File: src/rtl/add_sub_pkg.sv
// Shared definitions for the add/sub result checker: FSM state encoding,
// default widths and the golden add/subtract function.
package add_sub_pkg;

    localparam int ADD_SUB_WIDTH = 4;
    localparam int ADD_SUB_CNT_W = 8;

    typedef enum logic [1:0] {
        ST_IDLE  = 2'd0,
        ST_CHECK = 2'd1,
        ST_DONE  = 2'd2
    } state_t;

    // Two's-complement add/subtract: a + ~b + 1 when s=1, a + b when s=0.
    // MSB of the WIDTH+1 bit result is the carry-out.
    function automatic logic [ADD_SUB_WIDTH:0] add_sub_exp(
        input logic [ADD_SUB_WIDTH-1:0] a,
        input logic [ADD_SUB_WIDTH-1:0] b,
        input logic                     s
    );
        return {1'b0, a}
             + {1'b0, b ^ {ADD_SUB_WIDTH{s}}}
             + {{ADD_SUB_WIDTH{1'b0}}, s};
    endfunction

endpackage

File: src/rtl/add_sub_ref.sv
// Combinational golden model for the 4-bit adder/subtractor.
// Uses the package function at the default width; other widths use the
// same expression inline so the module stays parameterizable.
module add_sub_ref
    import add_sub_pkg::*;
#(
    parameter int WIDTH = ADD_SUB_WIDTH
) (
    input  logic [WIDTH-1:0] a,
    input  logic [WIDTH-1:0] b,
    input  logic             s,
    output logic [WIDTH:0]   exp
);

    if (WIDTH == ADD_SUB_WIDTH) begin : g_pkg_fn
        assign exp = add_sub_exp(a, b, s);
    end else begin : g_inline
        assign exp = {1'b0, a} + {1'b0, b ^ {WIDTH{s}}} + {{WIDTH{1'b0}}, s};
    end

endmodule

File: config.mk
export PLATFORM = sky130hd
export DESIGN_NAME = add_sub_ref
export DESIGN_NICKNAME = d
export VERILOG_FILES = /design/src/rtl/add_sub_pkg.sv /design/src/rtl/add_sub_ref.sv
export SDC_FILE = /design/constraint.sdc
export NUM_CORES = 1
export LEC_CHECK = 0
export BUFFER_PORTS_ARGS = -buffer_cell sky130_fd_sc_hd__buf_4
export CORE_AREA = 3 3 40 42
export DETAILED_ROUTE_END_ITERATION = 6
export DIE_AREA = 0 0 43 45
export GPL_TIMING_DRIVEN = 0
export PLACE_DENSITY = 0.35
export SYNTH_ARGS = -nofsm -noshare
export SYNTH_HDL_FRONTEND = slang
export SYNTH_SLANG_ARGS = --single-unit
File: constraint.sdc
create_clock -name vclk -period 1.9
set_clock_uncertainty 0.1 [all_clocks]
set_input_delay 0.19 -clock vclk [all_inputs]
set_output_delay 0.19 -clock vclk [all_outputs]
set_load 0.01 [all_outputs]
# After elaboration in Yosys (flattened, before gate mapping)
# Index checks and enable logic that the tools add are counted.
op_classes:
  n_addsub: 2
  n_bitwise: 1
op_table:
  columns: ["operator", "count"]
  rows:
  - ["adder 4 x 4 -> 5 bit", 1]
  - ["adder 5 x 1 -> 5 bit", 1]
  - ["XOR 4 bit", 1]
totals:
  ff_bits: 0
  in_bits: 9
  elab_cells: 3

# Longest topological paths before layout
# Gate-level depths: netlist (run 1).
depth:
  word_depth: 3
  ltp_mapped: 5
  mapped_depth_nobuf: 5

# Least setup slack after synthesis (run 1)
# OpenSTA, ideal clock, no wires.
synth_path:
  path_type: "input to output"
  from: "input port b[3]"
  to: "output port exp[3]"
  arrival_time_ns: 1.332
  required_ns: 1.610
  path_slack_ns: 0.278
  path_stages: 5
  path_cell_list: "xor2_1 -> ha_1 -> inv_1 -> or4_1 -> nand4_1"
synth_between:
  elab_chain_cells: 3
synth_lines:
  columns: ["item", "line_no", "text"]
  rows:
  - ["from (decl)", "add_sub_ref.sv:10", "input logic [WIDTH-1:0] b,"]
  - ["XOR 4 bit", "add_sub_pkg.sv:22", "+ {1'b0, b ^ {ADD_SUB_WIDTH{s}}}"]
  - ["adder 4 x 4 -> 5 bit", "add_sub_pkg.sv:22", null]
  - ["adder 5 x 1 -> 5 bit", "add_sub_pkg.sv:23", "+ {{ADD_SUB_WIDTH{1'b0}}, s};"]
  - ["to (decl)", "add_sub_ref.sv:12", "output logic [WIDTH:0] exp"]
# Every way passes these cells.

# Final worst setup path (run 1)
layout_path:
  from: "input port s"
  to: "output port exp[3]"
layout_between:
  elab_chain_cells: 3
layout_lines:
  columns: ["item", "line_no", "text"]
  rows:
  - ["from (decl)", "add_sub_ref.sv:11", "input logic s,"]
  - ["XOR 4 bit", "add_sub_pkg.sv:22", null]
  - ["adder 4 x 4 -> 5 bit", "add_sub_pkg.sv:22", null]
  - ["adder 5 x 1 -> 5 bit (*)", "add_sub_pkg.sv:23", null]
# Mark *: on every way between the ends. The rest lies on a longest branch, timed or not.

==> results.sh, run 1 <==
export IMPL_slew_violations=0
export IMPL_switching_share_pct=44.23
export IMPL_critPathMaxFanout=4
export IMPL_grt_pass1_vias=221
export IMPL_crit_type="in2out"
export IMPL_num_rows=13
export IMPL_synthTopCellsByCount="xor2_1, ha_1, a21oi_1, nand4_1"
export IMPL_gp_congestion=0.6206
export IMPL_drt_initial_drc_count=3
export IMPL_die_x_um=43
export IMPL_stdcell_area_um2=330.3
export IMPL_drt_wirelength_per_cell_um=9.941
export IMPL_critPathTopFamily="simple AND/OR/NAND/NOR gates"
export IMPL_hp_class="in2out"
export IMPL_n_antenna_cell=0
export IMPL_synth_top_cells_by_area="xor2_1, ha_1, fa_1"
export IMPL_cp_start_kind="primary input"
export IMPL_hold_slack_ns=0.5606
export IMPL_port_buffers=14
export IMPL_synth_area_leader_cell="xor2_1"
export IMPL_max_slew_margin_rel_pct=81.78
export IMPL_fin_total_pwr_w=0.0001426
export IMPL_placed_cell_area_um2=304.0
export IMPL_synthCells=20
export IMPL_syn_to_final_growth_pct=83.33
export IMPL_syn_num_nets=33
export IMPL_period_needed_ns=1.752
export IMPL_min_period_over_period_pct=92.20
export IMPL_clock_buffer_count=0
export IMPL_drtAntennaViolNets=0
export IMPL_p_leak_nw=0.1580
export IMPL_core_um2=1285
export IMPL_crit_required_ns=1.61
export IMPL_crit_arrival_ns=1.46
export IMPL_cp_slowest_stage_delay_ns=0.32
export IMPL_combPwrFrac_pct=100.0
export IMPL_ir_drop_mv=0.1312
export IMPL_fmax_ghz=0.5709
export IMPL_synth_seq_area_share_pct=0
export IMPL_clockPowerShare_pct=0
export IMPL_syn_area_um2=180.2
export IMPL_viasPerCell=4.196
export IMPL_seq_cell_count=0
export IMPL_ys_warnings_count=0
export IMPL_antenna_found_initial=0
export IMPL_die_area_um2=1935
export IMPL_place_hpwl_um=450.1
export IMPL_grt_overflow_total=0
export IMPL_regArea_um2=0
export IMPL_synth_top_cell_area_share_pct=24.31
export IMPL_wl_um=507
export IMPL_final_layout_size_suffix_gt1_share_pct=55.56
export IMPL_drc_errors=0
export IMPL_rsz0062_at_grt="no"
export IMPL_holdBufCountCts=0
export IMPL_syn_area_per_cell_um2=9.009
export IMPL_dp_cells=49
export IMPL_p_sw_w=0.00006308
export IMPL_nNetsFinal=51
export IMPL_cp_slowest_cell="nor4b_1"
export IMPL_start_util_pct=14.02
export IMPL_vias=214
export IMPL_io_pins=14
export IMPL_hold_viol_final=0
export IMPL_finalSetupViolCount=0
export IMPL_dr_pass1_iters=2
export IMPL_end_kind="output pin"
export IMPL_stdcell_count=51
export IMPL_track_usage_pct=5.482
export IMPL_yosys_cell_count_top_type="xor2_1"
export IMPL_p_int_w=0.00007954
export IMPL_grt_pass1_wl_um=862
export IMPL_ys_types=12
export IMPL_cp_num_buf_inv=2
export IMPL_grt_max_degree=6
export IMPL_p_per_area_nw_per_um2=431.7
export IMPL_maxCapViolations=0
export IMPL_worst_path_most_repeated_cell="buf_4"
export IMPL_worstMarginPinSlew_ns=0.2695
export IMPL_status="finished, final reports clean"
export IMPL_die_h_um=45
export IMPL_pwr_share_seq_pct=0
export IMPL_path_cells="buf_4 > xor2_1 > ha_1 > nor4b_1 > a31oi_1 > nand4_1 > buf_4"
kinds of logic (layout without fill, tap and decap cells):
family / Yosys count / count (layout) / share of synthesized area, %
xor+xnor: 5 / 5 / 24.30
simple gates: 5 / 5 / 20.14
fa+ha+maj: 4 / 4 / 31.95
compound gates: 4 / 4 / 13.20
mux: 1 / 1 / 8.331
buf+inv: 1 / 17 / 2.081
what timing repair did:
action                                 CTS  global route
setup buffers                            1             1
resized for setup                        1             2
gates cloned                             0             0
pin swaps                                1             3
setup endpoints to repair                1             1
endpoints found under the hold margin    0             0
layer usage:
metal / up-vias / track usage (%) / routed length, um
met5: - / 0 / 0
met4: 0 / 0 / 0
met3: 0 / 0.3984 / 34
met2: 10 / 10.48 / 236
met1: 94 / 7.177 / 236
li1: 110 / - / -
path summary, 6_finish.rpt:
check  from      to  slack [ns]  depth (start not counted)
max       s  exp[3]        0.15                          7
min    a[0]  exp[0]        0.56                          3
cells in the final DEF (no fill, tap or decap):
| cell type | instances |
|---|---|
| o21bai_1 | 1 |
| a31oi_1 | 1 |
| nor4b_1 | 1 |
| mux2_4 | 1 |
| or4_4 | 1 |
| fa_1 | 1 |
| xor2_2 | 1 |
| xor2_1 | 4 |
| nand4_1 | 2 |
| inv_2 | 1 |
| nor3b_1 | 1 |
| ha_1 | 3 |
| a21oi_1 | 2 |
| buf_4 | 16 |
metrics by stage:
| step | setup slack (ns) | TNS (ns) | util [%] |
|---|---|---|---|
| 3_3_place_gp | 0.01073 | 0 | 23.66 |
| 3_5_place_dp | -0.005176 | -0.005176 | 23.66 |
| 6_report | 0.1482 | 0 | 25.71 |
| 5_1_grt | 0.03158 | 0 | 25.71 |
| 2_1_floorplan | 0.2781 | 0 | - |
| 4_1_cts | 0.01037 | 0 | 24.25 |
worst min-delay path, cell delays in order:
cell and delay, ns:
buf_4 0.09, xor2_1 0.06, buf_4 0.14
power groups by stage:
stage	clock [W]	combinational, W	sequential (W)
floorplan	0	0.0000696	0
global placement	0	0.000128	0
detailed placement	0	0.000130	0
CTS	0	0.000136	0
global route	0	0.000158	0
finish	0	0.000143	0
area by class of cell:
cell class | instances | area [um^2]
fillers | 145 | 954.7
inverters | 1 | 3.754
multi-input cells | 19 | 187.7
well taps | 15 | 18.77
repair buffers | 16 | 120.1
No activity file was read; power rests on OpenSTA's default activity.
==> run 2, diff against run 1 <==
Settings changed: ABC_AREA set to 1, GPL_ROUTABILITY_DRIVEN set to 0, PLACE_DENSITY 0.35 to 0.34.
==> run 2 against run 1 <==
  * Synthesized area shrank 5.6%
  * Power is 19% lower
  * First-iteration DRC count fell by 67%
  * Die area is the same
  * Global-route usage is 1.4 points lower
  * Non-clock buffer count decreased by 2
  * Largest cell class unchanged
  * Synthesized cell count up 20%
  * Critical endpoint is now exp[4]
  * Sequential cell count is the same
  * Hold slack improved by 0.011 ns
  * Setup slack better by 0.15 ns
  * Highest routed layer unchanged
  * Largest power group unchanged
  * Sequential share of layout area unchanged
  * Routed wire length shrank 15%
==> results.sh, run 2 <==
export IMPL_synthCells=24
export IMPL_nNetsFinal=53
export IMPL_wl_met2_um=244
export IMPL_antenna_found_initial=0
export IMPL_viasPerCell=3.642
export IMPL_yosys_cell_count_top_type="nand2_1"
export IMPL_seq_cell_count=0
export IMPL_n_antenna_cell=0
export IMPL_io_pins=14
export IMPL_drt_wirelength_per_cell_um=8.094
export IMPL_hold_viol_final=0
export IMPL_dr_pass1_iters=2
export IMPL_ir_drop_mv=0.06665
export IMPL_critPathMaxFanout=4
export IMPL_track_usage_pct=4.070
export IMPL_combPwrFrac_pct=100.0
export IMPL_grt_overflow_total=0
export IMPL_start_util_pct=13.24
export IMPL_drc_errors=0
export IMPL_post_cts_setup_buffer_count=0
export IMPL_final_cell_mix="buf_4, nand2_1, xor2_1, inv_1, ha_1"
export IMPL_final_layout_size_suffix_gt1_share_pct=42.11
export IMPL_p_sw_w=0.00005438
export IMPL_synthTopCellsByCount="nand2_1, xor2_1, ha_1, inv_1"
export IMPL_fin_total_pwr_w=0.0001159
export IMPL_drt_met1_wl_um=169
export IMPL_place_hpwl_um=413.9
export IMPL_grt_max_degree=5
export IMPL_ys_warnings_count=0
export IMPL_rsz0062_at_grt="no"
export IMPL_clock_buffer_count=0
export IMPL_syn_num_nets=37
export IMPL_pwr_share_seq_pct=0
export IMPL_ys_types=9
export IMPL_p_per_area_nw_per_um2=394.3
export IMPL_period_needed_ns=1.603
export IMPL_die_h_um=45
export IMPL_holdBufCountCts=0
export IMPL_syn_to_final_growth_pct=72.79
export IMPL_switching_share_pct=46.91
export IMPL_synth_area_leader_cell="xor2_1"
export IMPL_syn_area_per_cell_um2=7.090
export IMPL_fmax_ghz=0.6240
export IMPL_placed_cell_area_um2=294.0
export IMPL_finalSetupViolCount=0
export IMPL_stdcell_area_um2=294.0
export IMPL_synth_top_cells_by_area="xor2_1, ha_1, nand2_1"
export IMPL_maxCapViolations=0
export IMPL_cp_start_kind="primary input"
export IMPL_end_kind="output pin"
export IMPL_p_leak_nw=0.1692
export IMPL_post_cts_resized=0
export IMPL_min_period_over_period_pct=84.35
export IMPL_port_buffers=14
export IMPL_crit_arrival_ns=1.31
export IMPL_slew_violations=0
export IMPL_drt_initial_drc_count=1
export IMPL_wl_um=429
export IMPL_worstMarginPinSlew_ns=0.2375
export IMPL_num_rows=13
export IMPL_die_area_um2=1935
export IMPL_synth_seq_area_share_pct=0
export IMPL_die_x_um=43
export IMPL_max_slew_margin_rel_pct=84.11
export IMPL_grt_pass1_vias=182
export IMPL_crit_type="in2out"
export IMPL_hp_class="in2out"
export IMPL_dr_max_layer_used="met3"
export IMPL_status="finished, final reports clean"
export IMPL_synth_top_cell_area_share_pct=25.74
export IMPL_crit_required_ns=1.61
export IMPL_clockPowerShare_pct=0
export IMPL_syn_area_um2=170.2
export IMPL_drtAntennaViolNets=0
export IMPL_layout_commonest_cell="buf_4"
export IMPL_core_um2=1285
export IMPL_grt_pass1_wl_um=655
export IMPL_setup_tns_ns=0
export IMPL_p_int_w=0.00006154
export IMPL_vias=193
export IMPL_regArea_um2=0
export IMPL_wl_met3_um=15
==> run 2: changes by cell type after synthesis <==
cell / delta
inv_1: +2
nand2_2: +2
nor3b_1: -1
nand4_1: -2
nand2_1: +6
nand3_1: +1
mux2_4: -1
nor4b_1: -1
or4_1: -1
a31oi_1: -1
==> run 2: critical path, stage by stage <==
cell and delay, ns:
buf_4 0.13, xor2_1 0.18, fa_1 0.44, a21oi_1 0.15, o21bai_1 0.07, buf_4 0.14
==> run 2: logic make-up after synthesis <==
family,count (synthesis),synth area share (%)
xor gates and xnor gates,5,25.73
adders and majority gates,4,33.83
and+or+nand+nor,9,23.52
buffers and inverters,3,6.617
AOI/OAI and AO/OA,3,10.30
==> run 2: layout make-up <==
class	instances	area [um^2]
multi-input combinational	21	158.9
inverter	3	11.26
tap	15	18.77
timing repair buffer	14	105.1
fill	146	991.0
==> run 2: power groups by stage <==
stage          clock, W  combinational, W  sequential (W)
3_3_place_gp          0          0.000116               0
2_1_floorplan         0         0.0000617               0
4_1_cts               0          0.000119               0
6_report              0          0.000116               0
5_1_grt               0          0.000128               0
3_5_place_dp          0          0.000118               0
==> run 2: per-stage QoR <==
step                      utilization [%]  hold WS, ns  worst slack, ns  std cells
after floorplan                         -       0.3560           0.5774         24
after global placement              22.88       0.5564           0.2833         53
after detailed placement            22.88       0.5701           0.2839         53
after CTS                           22.88       0.5703           0.2836         53
after global routing                22.88       0.5743           0.2221         53
final                               22.88       0.5717           0.2974         53
==> run 2: worst paths after layout <==
path / startpoint / end / slack (ns) / cells after the start
setup / recovery: s / exp[4] / 0.30 / 6
hold / removal: a[0] / exp[0] / 0.57 / 3
==> run 2: metal layers <==
layer / track usage, % / up-vias
li1: - / 105
met2: 9.880 / 5
met5: 0 / -
met4: 0 / 0
met3: 0 / 0
met1: 3.828 / 83
==> run 3, diff against run 2 <==
Settings changed: PLACE_DENSITY 0.34 to 0.35.
Clock period 1.9 ns to 1.4 ns, I/O delays scaled along.
==> run 3 against run 2 <==
  * The run now ends with setup timing left
  * Cell count up 3.8%
  * Routed wire length grew 3.3%
  * Via count is 3.6% higher
  * Sequential share of layout area unchanged
  * Combinational power rose by 55%
  * Largest cell class unchanged
  * Highest routed layer unchanged
==> results.sh, run 3 (synthesized netlist as in run 2, its figures left out) <==
export IMPL_die_h_um=45
export IMPL_ir_drop_mv=0.1175
export IMPL_period_needed_ns=1.430
export IMPL_start_util_pct=13.24
export IMPL_timing_final_ws_setup_ns=-0.03041
export IMPL_crit_type="in2out"
export IMPL_min_period_over_period_pct=102.2
export IMPL_cp_num_buf_inv=3
export IMPL_syn_to_final_growth_pct=98.53
export IMPL_nNetsFinal=55
export IMPL_cp_slowest_stage_delay_ns=0.33
export IMPL_seq_cell_count=0
export IMPL_hold_slack_ns=0.4610
export IMPL_grt_overflow_total=0
export IMPL_holdBufCountCts=0
export IMPL_drt_wirelength_per_cell_um=8.055
export IMPL_switching_share_pct=44.38
export IMPL_crit_arrival_ns=1.19
export IMPL_p_leak_nw=0.1849
export IMPL_regArea_um2=0
export IMPL_hold_viol_final=0
export IMPL_final_layout_size_suffix_gt1_share_pct=52.50
export IMPL_clock_buffer_count=0
export IMPL_final_cell_mix="buf_4, nand2_1, xor2_1, inv_1, ha_1"
export IMPL_dr_pass1_iters=1
export IMPL_slew_violations=0
export IMPL_die_x_um=43
export IMPL_antenna_found_initial=0
export IMPL_critPathMaxFanout=4
export IMPL_met3_usage_pct=0.3984
export IMPL_combPwrFrac_pct=100.0
export IMPL_end_kind="output pin"
export IMPL_p_per_area_nw_per_um2=532.2
export IMPL_wl_um=443
export IMPL_grt_pass1_wl_um=710
export IMPL_core_um2=1285
export IMPL_die_area_um2=1935
export IMPL_met1_usage_pct=3.828
export IMPL_viasPerCell=3.636
export IMPL_met2_usage_pct=11.08
export IMPL_vias=200
export IMPL_grt_max_degree=5
export IMPL_n_antenna_cell=0
export IMPL_setup_tns_ns=-0.03041
export IMPL_drtAntennaViolNets=0
export IMPL_max_slew_margin_rel_pct=88.57
export IMPL_io_pins=14
export IMPL_num_rows=13
export IMPL_drc_errors=0
export IMPL_grt_busiest_layer="met2"
export IMPL_track_usage_pct=4.485
export IMPL_critPathTopFamily="adder cells"
export IMPL_layout_commonest_cell="buf_4"
export IMPL_finalSetupViolCount=1
export IMPL_hp_class="in2out"
export IMPL_cp_slowest_cell="ha_1"
export IMPL_port_buffers=14
export IMPL_crit_required_ns=1.16
export IMPL_status="complete, but fails checks"
export IMPL_fin_total_pwr_w=0.0001798
export IMPL_maxCapViolations=0
export IMPL_pwr_share_seq_pct=0
export IMPL_worst_path_most_repeated_cell="nand2_1"
export IMPL_min_delay_path_depth=3
export IMPL_p_int_w=0.0001000
export IMPL_cp_start_kind="primary input"
export IMPL_rsz0062_at_grt="yes"
export IMPL_worstMarginPinSlew_ns=0.1713
export IMPL_p_sw_w=0.00007978
export IMPL_path_cells="buf_8 > xor2_1 > ha_1 > nand2_1 > inv_1 > nand2_2 > nand2_1 > nand2_1 > nand2_1 > buf_6"
export IMPL_drt_initial_drc_count=0
export IMPL_violations="setup timing"
export IMPL_clockPowerShare_pct=0
export IMPL_fmax_ghz=0.6991
export IMPL_grt_pass1_vias=204
export IMPL_path_depth=10
==> run 3: final timing paths <==
path	start	endpoint	slack, ns
worst max-delay path	s	exp[3]	-0.03
worst min-delay path	a[0]	exp[0]	0.46
==> run 3: power by group through the flow <==
stage / logic, W / clock network [W] / registers, W
final: 0.000180 / 0 / 0
after CTS: 0.000183 / 0 / 0
after floorplan: 0.0000837 / 0 / 0
after global placement: 0.000158 / 0 / 0
after global routing: 0.000199 / 0 / 0
after detailed placement: 0.000159 / 0 / 0
==> run 3: worst min-delay path, delay by kind of cell <==
| kind | cells | cell delay, ns |
|---|---|---|
| buffers and inverters | 2 | 0.23 |
| xor gates and xnor gates | 1 | 0.06 |
==> run 3: through the flow <==
step / setup WS (ns) / instances / util, % / instance area [um^2]
CTS: -0.04767 / 55 / 26.29 / 337.8
global route: -0.1082 / 55 / 26.29 / 337.8
detailed placement: -0.1136 / 53 / 22.88 / 294.0
floorplan: 0.1774 / 24 / - / 170.2
global placement: -0.1086 / 53 / 22.88 / 294.0
finish: -0.03041 / 55 / 26.29 / 337.8
==> run 3: routing by layer <==
layer  up-vias  wire [um]
li1        107          -
met1        88        149
met2         5        260
met3         0         32
met4         0          0
met5         -          0
==> run 3: area by class of cell <==
type	instances	area [um^2]
Inverter	3	11.26
Tap cell	15	18.77
Multi-Input combinational cell	21	172.7
Timing Repair Buffer	16	135.1
Fill cell	153	947.2
==> run 3: what timing repair did <==
item,in CTS,in global routing
setup endpoints to repair,3,3
resized for setup,7,0
pin swaps,6,3
setup buffers,2,0
